File: src/rtl/instruction_fetch_buffer.sv
// Instruction fetch unit: one-outstanding-request memory front end feeding a circular FIFO.
// Optional same-cycle response bypass to decode when IBUF_BYPASS_EN is defined.
module instruction_fetch_buffer #(
   parameter int unsigned BUFFER_DEPTH = 4,
   parameter logic [31:0] BOOT_ADDRESS = 32'h0000_0000
) (
   input  logic        clk_i,
   input  logic        rst_n_i,
   output logic        imem_req_o,
   output logic [31:0] imem_addr_o,
   input  logic        imem_gnt_i,
   input  logic        imem_valid_i,
   input  logic [31:0] imem_rdata_i,
   input  logic        flush_i,
   input  logic [31:0] flush_addr_i,
   output logic [31:0] instr_o,
   output logic [31:0] instr_pc_o,
   output logic        instr_valid_o,
   input  logic        instr_ready_i
);

   localparam int unsigned PtrW = (BUFFER_DEPTH > 1) ? $clog2(BUFFER_DEPTH) : 1;
   localparam int unsigned CntW = $clog2(BUFFER_DEPTH + 1);
   localparam logic [CntW-1:0] Depth = CntW'(BUFFER_DEPTH);

   typedef enum logic [1:0] {StIdle, StWait, StDiscard} state_e;

   state_e            state_q, state_d;
   logic [31:0]       fpc_q, fpc_d;
   logic [31:0]       req_pc_q, req_pc_d;
   logic [CntW-1:0]   count_q, count_d;
   logic [PtrW-1:0]   wptr_q, wptr_d;
   logic [PtrW-1:0]   rptr_q, rptr_d;
   logic [31:0]       instr_mem [BUFFER_DEPTH];
   logic [31:0]       pc_mem [BUFFER_DEPTH];

   logic grant;
   logic push;
   logic pop;
   logic bypass;
   logic fifo_empty;

   assign fifo_empty = (count_q == '0);

`ifdef IBUF_BYPASS_EN
   assign bypass = fifo_empty & (state_q == StWait) & imem_valid_i & ~flush_i;
`else
   assign bypass = 1'b0;
`endif

   // Gating with rst_n_i keeps the request low while reset is held.
   assign imem_req_o  = rst_n_i & (state_q == StIdle) & (count_q < Depth) & ~flush_i;
   assign imem_addr_o = fpc_q;
   assign grant       = imem_req_o & imem_gnt_i;

   // A bypassed word that decode takes this cycle never enters the FIFO.
   assign push = (state_q == StWait) & imem_valid_i & ~flush_i & ~(bypass & instr_ready_i);
   assign pop  = ~fifo_empty & instr_ready_i & ~flush_i;

   assign instr_valid_o = ~fifo_empty | bypass;
   assign instr_o       = bypass ? imem_rdata_i : instr_mem[rptr_q];
   assign instr_pc_o    = bypass ? req_pc_q : pc_mem[rptr_q];

   always_comb begin
      state_d = state_q;
      unique case (state_q)
         StIdle: begin
            if (grant) state_d = StWait;
         end
         StWait: begin
            if (imem_valid_i) state_d = StIdle;
            else if (flush_i) state_d = StDiscard;
         end
         StDiscard: begin
            if (imem_valid_i) state_d = StIdle;
         end
         default: state_d = StIdle;
      endcase
   end

   always_comb begin
      fpc_d    = fpc_q;
      req_pc_d = req_pc_q;
      count_d  = count_q;
      wptr_d   = wptr_q;
      rptr_d   = rptr_q;
      if (grant) req_pc_d = fpc_q;
      if (flush_i) begin
         fpc_d   = {flush_addr_i[31:2], 2'b00};
         count_d = '0;
         wptr_d  = '0;
         rptr_d  = '0;
      end else begin
         if (grant) fpc_d = fpc_q + 32'd4;
         if (push) wptr_d = wptr_q + 1'b1;
         if (pop) rptr_d = rptr_q + 1'b1;
         if (push && !pop) count_d = count_q + 1'b1;
         else if (pop && !push) count_d = count_q - 1'b1;
      end
   end

   always_ff @(posedge clk_i or negedge rst_n_i) begin
      if (!rst_n_i) begin
         state_q  <= StIdle;
         fpc_q    <= BOOT_ADDRESS;
         req_pc_q <= BOOT_ADDRESS;
         count_q  <= '0;
         wptr_q   <= '0;
         rptr_q   <= '0;
      end else begin
         state_q  <= state_d;
         fpc_q    <= fpc_d;
         req_pc_q <= req_pc_d;
         count_q  <= count_d;
         wptr_q   <= wptr_d;
         rptr_q   <= rptr_d;
      end
   end

   // Storage needs no reset: entries are only read while count is non-zero.
   always_ff @(posedge clk_i) begin
      if (push) begin
         instr_mem[wptr_q] <= imem_rdata_i;
         pc_mem[wptr_q]    <= req_pc_q;
      end
   end

endmodule

File: config.mk
export PLATFORM = sky130hd
export DESIGN_NAME = instruction_fetch_buffer
export DESIGN_NICKNAME = d
export VERILOG_FILES = /design/src/rtl/instruction_fetch_buffer.sv
export SDC_FILE = /design/constraint.sdc
export NUM_CORES = 1
export LEC_CHECK = 0
export ABC_CLOCK_PERIOD_IN_PS = 3250
export CAP_MARGIN = 20
export CORE_MARGIN = 10
export CORE_UTILIZATION = 50
export DETAILED_ROUTE_END_ITERATION = 6
export MAX_ROUTING_LAYER = met4
export PLACE_DENSITY = 0.74
export RECOVER_POWER = 25
export SLEW_MARGIN = 40
export SYNTH_ARGS = -nofsm -noshare
export SYNTH_HDL_FRONTEND = slang
export SYNTH_SLANG_ARGS = --single-unit
export TNS_END_PERCENT = 1
File: constraint.sdc
create_clock -name clk_i -period 3.25 [get_ports clk_i]
set_input_delay 0.65 -clock clk_i [delete_from_list [all_inputs] [get_ports clk_i]]
set_output_delay 0.65 -clock clk_i [all_outputs]
set_load 0.02 [all_outputs]
==> results of run 1 <==
==> timing repair <==
action / CTS / global route
endpoints found under the hold margin: 0 / 0
endpoints found under the setup margin: 47 / 10
resized for setup: 0 / 0
buffers inserted: 1 / 3
==> state kept, by name (all words and copies together), names as in the netlist <==
name / count
req_pc_q: 30
instr_mem: 128
imem_addr_o: 30
rptr_q: 2
state_q: 2
pc_mem: 120
count_q: 3
wptr_q: 2
==> power breakdown <==
group	switching, mW	internal, mW	total [mW]
Clock	1.45	1.98	3.43
Combinational	0.966	0.974	1.94
Sequential	0.337	4.80	5.14
Total	2.76	7.75	10.5
==> metal layers <==
layer	global-route usage	vias to the layer above	part of all wire	routed length, um
met4	0.04133	0	0.017	447
met5	-	-	0	0
met2	0.2655	281	0.47	12620
met3	0.03974	41	0.081	2172
li1	-	3174	-	-
met1	0.2364	3573	0.44	11740
==> worst max-delay path by stage <==
| stage | from | end | slack [ns] | depth (start not counted) |
|---|---|---|---|---|
| 2_1_floorplan | flush_i | instr_mem[0][0] | 0.13 | 4 |
| 3_3_place_gp | flush_i | count_q[2] | 0.39 | 8 |
| 3_5_place_dp | flush_i | count_q[2] | 0.34 | 8 |
| 4_1_cts | rptr_q[0] | instr_o[19] | 0.006 | 3 |
| 5_1_grt | rptr_q[0] | instr_pc_o[28] | 0.07 | 3 |
| 6_report | rptr_q[0] | instr_pc_o[28] | 0.15 | 3 |
==> kinds of logic (layout without fill, tap and decap cells) <==
logic type	count (synthesis)	after routing	synth area share
AND/OR/NAND/NOR	213	213	0.08399
buffers and inverters	46	258	0.01670
multiplexers	65	65	0.1149
adder cells (fa/ha/maj)	6	6	0.006639
flip-flops	317	317	0.7375
other	1	4	0.0003015
AO/OA/AOI/OAI	59	59	0.03369
XOR/XNOR	9	9	0.006337
==> layout make-up <==
| class | instances | area (um^2) |
|---|---|---|
| clock buffer | 42 | 877.1 |
| tap | 324 | 405.4 |
| timing repair buffer | 189 | 1958 |
| clock inverter | 16 | 125.1 |
| multi-input combinational | 356 | 3085 |
| fill | 1766 | 8720 |
| inverter | 11 | 41.29 |
| sequential | 317 | 9179 |
==> stage by stage <==
| step | utilization | std cells | total power [mW] | setup WS (ns) |
|---|---|---|---|---|
| after floorplan | - | 719 | 6.211 | 0.1260 |
| after global placement | 0.6001 | 1193 | 7.103 | 0.3910 |
| after detailed placement | 0.6003 | 1193 | 7.161 | 0.3373 |
| after CTS | 0.6420 | 1252 | 10.60 | 0.006473 |
| after global routing | 0.6425 | 1255 | 10.95 | 0.06785 |
| final | 0.6425 | 1255 | 10.51 | 0.1466 |
==> synth_stat cells (all sizes together) <==
| cell | number |
|---|---|
| nand4bb | 1 |
| buf | 20 |
| edfxtp | 248 |
| o41ai | 1 |
| fa | 1 |
| dfrtp | 69 |
| xor2 | 3 |
| and3 | 6 |
| mux2i | 1 |
| clkbuf | 15 |
| and2 | 8 |
| nand4 | 15 |
| nor3b | 1 |
| o41a | 1 |
| o21ai | 18 |
| a31oi | 4 |
| ha | 5 |
| clkinv | 1 |
| or2 | 2 |
| nand2 | 124 |
| a21oi | 3 |
| or3 | 4 |
| o311ai | 19 |
| a22oi | 1 |
| a211oi | 2 |
| mux4 | 62 |
| nor2 | 21 |
| nor3 | 4 |
| inv | 10 |
| nand3b | 2 |
| nand2b | 2 |
| a211o | 1 |
| o31a | 2 |
| nor4 | 4 |
| conb | 1 |
| nand3 | 18 |
| or4 | 1 |
| xnor2 | 6 |
| a31o | 1 |
| mux2 | 2 |
| o211ai | 6 |
==> worst max-delay path: stages, from the launching register on <==
cell             delay, ns
dfrtp_4               0.53
buf_4                 0.22
mux4_2                0.58
clkdlybuf4s50_1       0.58
==> impl_metrics.toml, run 1 <==
[route]
drc = 0
drt_pass1_iterations = 5
wl_per_cell_um = 21.50
ant_nets = 0
drtIter0Drc = 550
drt-total-wl_um = 26980
vias = 7069
drt-vias-per-instance = 5.633

[sta]
slew_viol_final = 70
max_freq_ghz = 0.3222
period_needed_ns = 3.103
period_share = 0.9549
final_hold_viol_count = 0
clock_skew_ns = 0.01404
slew_headroom = -0.1427
rsz0062_at_grt = "no"
fin_hold_ws_ns = 0.5175
finalSetupTns_ns = 0
setup_violations = 0
worst_pin_slew_ns = 1.714

[final_layout]
final_nets = 982
mostFrequentLayoutCell = "edfxtp_1"
area_growth_syn_to_layout_pct = 25.98
drive_gt1_frac = 0.1751
final_cell_area_mm2 = 0.01567
final_cell_mix = "248 x edfxtp_1, 160 x clkdlybuf4s50_1, 124 x nand2_1"
diodes = 0

[place]
io_buffer_count = 161
gp_congestion = 0.8475
postPlaceCellArea_mm2 = 0.01464
place_hpwl_um = 17480

[clock_tree]
clkSinkCount = 317
cts_buffers = 31
h-tree-depth = 1
clockRootBuffer = "clkbuf_16"
cts_tree = "yes"
cts_buffer_depth = 3
ctsHoldBuffers = 0
path_clk_slew_ns = 0.06
clock_latency_ns = 0.55

[setup_path]
critPathKind = "reg2out"
r2r-end = "imem_addr_o[26]"
worstPathArrival_ns = 2.45
worstSetupEndpointType = "primary output"
r2r-start = "imem_addr_o[2]"
crit_path_start_kind = "register"
reg2reg_slack_ns = 0.82
crit_fanout = 7
r2r_cells = 6
required_ns = 2.60

[synth]
syn-instance-count = 716
ys_seq_area_frac = 0.7375
ys_warn_count = 0
synthTopCellsByArea = "edfxtp_1 60%, dfrtp_1 14%, mux4_2 11%"
synth_area_mm2 = 0.01244
syn_avg_cell_area_um2 = 17.37
yosys.area.top_type = "edfxtp_1"
ys_seq_elements = 317
synthDominantCellAreaShare = 0.5987
yosysUniqueCellTypes = 53

[global_routing]
grt_overflow = 0
grt_pass1_vias = 7383
grt_pass1_wl_um = 42230
grt_max_degree = 70
grt_util_all_layers = 0.1745
antenna_found_initial = 0

[floorplanning]
start_util = 0.5100
coreArea_mm2 = 0.02439
dieHeight_um = 177.7
dieWidth_um = 177.7
die_area_mm2 = 0.03159
rows = 57
io_pins = 168

[flow_run]
max-cap-violations = 1

[outcome]
outcome = "finished, violations left"
violations = "max-capacitance violations, max-slew violations"

[pwr]
p_leak_nw = 5.453
pwr_density_cell_mw_per_mm2 = 670.6
peakVddDrop_mv = 0.3693

[hold_path]
holdPathEnd = "pc_mem[0][24]"
hold_class = "reg2reg"
worstHoldStart = "req_pc_q[24]"
hold_depth = 0
No activity file was read; power rests on OpenSTA's default activity.
==> inputs of run 2 (changes only) <==
--- a/config.mk
+++ b/config.mk
@@ -8,10 +8,11 @@
 export ABC_CLOCK_PERIOD_IN_PS = 3250
 export CAP_MARGIN = 20
 export CORE_MARGIN = 10
-export CORE_UTILIZATION = 50
+export CORE_UTILIZATION = 45
 export DETAILED_ROUTE_END_ITERATION = 6
+export GPL_ROUTABILITY_DRIVEN = 0
 export MAX_ROUTING_LAYER = met4
-export PLACE_DENSITY = 0.74
+export PLACE_DENSITY = 0.67
 export RECOVER_POWER = 25
 export SLEW_MARGIN = 40
 export SYNTH_ARGS = -nofsm -noshare
==> run 2 against run 1 <==
  * The run now ends clean
  * First-iteration DRC count up 5.8%
  * Maximum frequency increased by 1.7%
  * Die area is 9.8% higher
  * Combinational power about the same
  * Count of clock-buffer cells in the layout shrank 2
  * Sequential share of layout area decreased by 0.31 points
  * Sequential power barely moved
  * Cell count increased by 3.9%
  * Critical path type unchanged
  * Highest routed layer unchanged
==> impl_metrics.toml, run 2 (same netlist as run 1, synthesis figures left out) <==
[place]
io_buffer_count = 161
place_hpwl_um = 17160
placed_cells = 1244

[route]
drc = 0
drt-total-wl_um = 26780
vias = 6947
drtIter0Drc = 582
ant_nets = 0
wl_per_cell_um = 20.54
drt_pass1_iterations = 5
drt-vias-per-instance = 5.327

[clock_tree]
h-tree-depth = 2
cts_tree = "yes"
ctsResizeCount = 0
clkSinkCount = 317
cts_buffers = 34
post_cts.repair.setup_buffers = 2
path_clk_slew_ns = 0.06
cts_buffer_depth = 3
ctsHoldBuffers = 0
clock_latency_ns = 0.50
clockRootBuffer = "clkbuf_16"

[sta]
period_share = 0.9389
setup_violations = 0
slew_viol_final = 0
slew_headroom = 0.5807
period_needed_ns = 3.052
fin_hold_ws_ns = 0.05944
worst_pin_slew_ns = 0.6289
clock_skew_ns = 0.01795
rsz0062_at_grt = "no"
final_hold_viol_count = 0
max_freq_ghz = 0.3277
finalSetupTns_ns = 0

[setup_path]
crit_path_start_kind = "register"
slowest_delay_ns = 0.58
cp.buffers_inverters = 2
crit_fanout = 8
slowest_stage = "mux4_2"
worstSetupEndpointType = "primary output"
required_ns = 2.60
worstPathArrival_ns = 2.40
critPathTopFamily = "buffers and inverters"
critPathKind = "reg2out"
path_cells = "buf_4, mux4_2, clkdlybuf4s50_1"

[outcome]
outcome = "finished clean"

[pwr]
power_mw = 10.65
pwr_density_cell_mw_per_mm2 = 675.7
peakVddDrop_mv = 0.3635
p_leak_nw = 5.471

[floorplanning]
rows = 60
io_pins = 168
start_util = 0.4590
die_area_mm2 = 0.03469
dieWidth_um = 186.3
dieHeight_um = 186.3
coreArea_mm2 = 0.02710

[global_routing]
grtUsageMet3 = 0.03919
grt_util_all_layers = 0.1603
top_usage_layer = "met2"
grt_max_degree = 63
grt_overflow = 0
grt_pass1_wl_um = 41580
gr-usage-met1 = 0.2243
grt_pass1_vias = 7197
grt_use_met2 = 0.2343
antenna_found_initial = 0

[final_layout]
finish.utilization = 0.5815
area_growth_syn_to_layout_pct = 26.69
biggestRegsByFlops = "instr_mem: 128 flops, pc_mem: 120 flops"
final_cell_mix = "248 x edfxtp_1, 149 x clkdlybuf4s50_1, 124 x nand2_1"
final_cells = 1304
final_nets = 986
fill_cells = 2052
regMostFlops = "instr_mem"
mostFrequentLayoutCell = "edfxtp_1"
drive_gt1_frac = 0.1697
largest_reg_flops = 128

[flow_run]
max-cap-violations = 0

[hold_path]
hold_class = "in2async"
==> run 2: cell types whose count changed in the layout (fill, tap and decap cells not counted), moves of 4 or more <==
| cell | change |
|---|---|
| clkdlybuf4s50_1 | -11 |
| dlygate4sd3_1 | +11 |
| clkbuf_8 | -6 |
| clkinv_1 | +6 |
| buf_4 | +5 |
| clkinv_2 | -5 |
| clkbuf_16 | +4 |
==> run 2: metal layers <==
layer,vias up,share of wire
li1,3173,-
met1,3510,0.46
met2,230,0.45
met3,34,0.072
met4,0,0.015
met5,-,0
==> run 2: area by class of cell <==
| type | instances | area (um^2) | share of cell area |
|---|---|---|---|
| flip-flops and latches | 317 | 9181 | 0.5826 |
| multi-input cells | 356 | 3085 | 0.1958 |
| repair buffers | 190 | 1952 | 0.1238 |
| clock buffers | 40 | 894.6 | 0.05676 |
| well taps | 372 | 465.4 | 0.02953 |
| clock inverters | 17 | 137.6 | 0.008733 |
| inverters | 11 | 41.29 | 0.002620 |
| diodes | 1 | 2.502 | 0.0001588 |
==> run 2: path summary, 6_finish.rpt <==
path	startpoint	endpoint	slack, ns	cells past startpoint
min in group clk_i	req_pc_q[21]	pc_mem[2][21]	0.52	0
max in group asynchronous	rst_n_i	rptr_q[1]	2.17	2
setup / recovery	rptr_q[0]	instr_pc_o[28]	0.20	3
setup reg to reg	imem_addr_o[2]	imem_addr_o[26]	1.04	7
hold reg to reg	req_pc_q[21]	pc_mem[2][21]	0.52	0
hold / removal	rst_n_i	imem_addr_o[16]	0.06	1
==> run 2: power by group <==
| part | switching [mW] | internal [mW] | total (mW) |
|---|---|---|---|
| sequential | 0.337 | 4.81 | 5.14 |
| clock | 1.47 | 2.12 | 3.59 |
| combinational | 0.953 | 0.967 | 1.92 |
==> run 2: per-stage QoR <==
stage / instance area, um^2 / setup WS [ns]
after floorplan: 12450 / 0.1260
after global placement: 14710 / 0.3628
after detailed placement: 14710 / 0.3199
after CTS: 15760 / 0.1485
after global routing: 15760 / 0.1245
final: 15760 / 0.1984
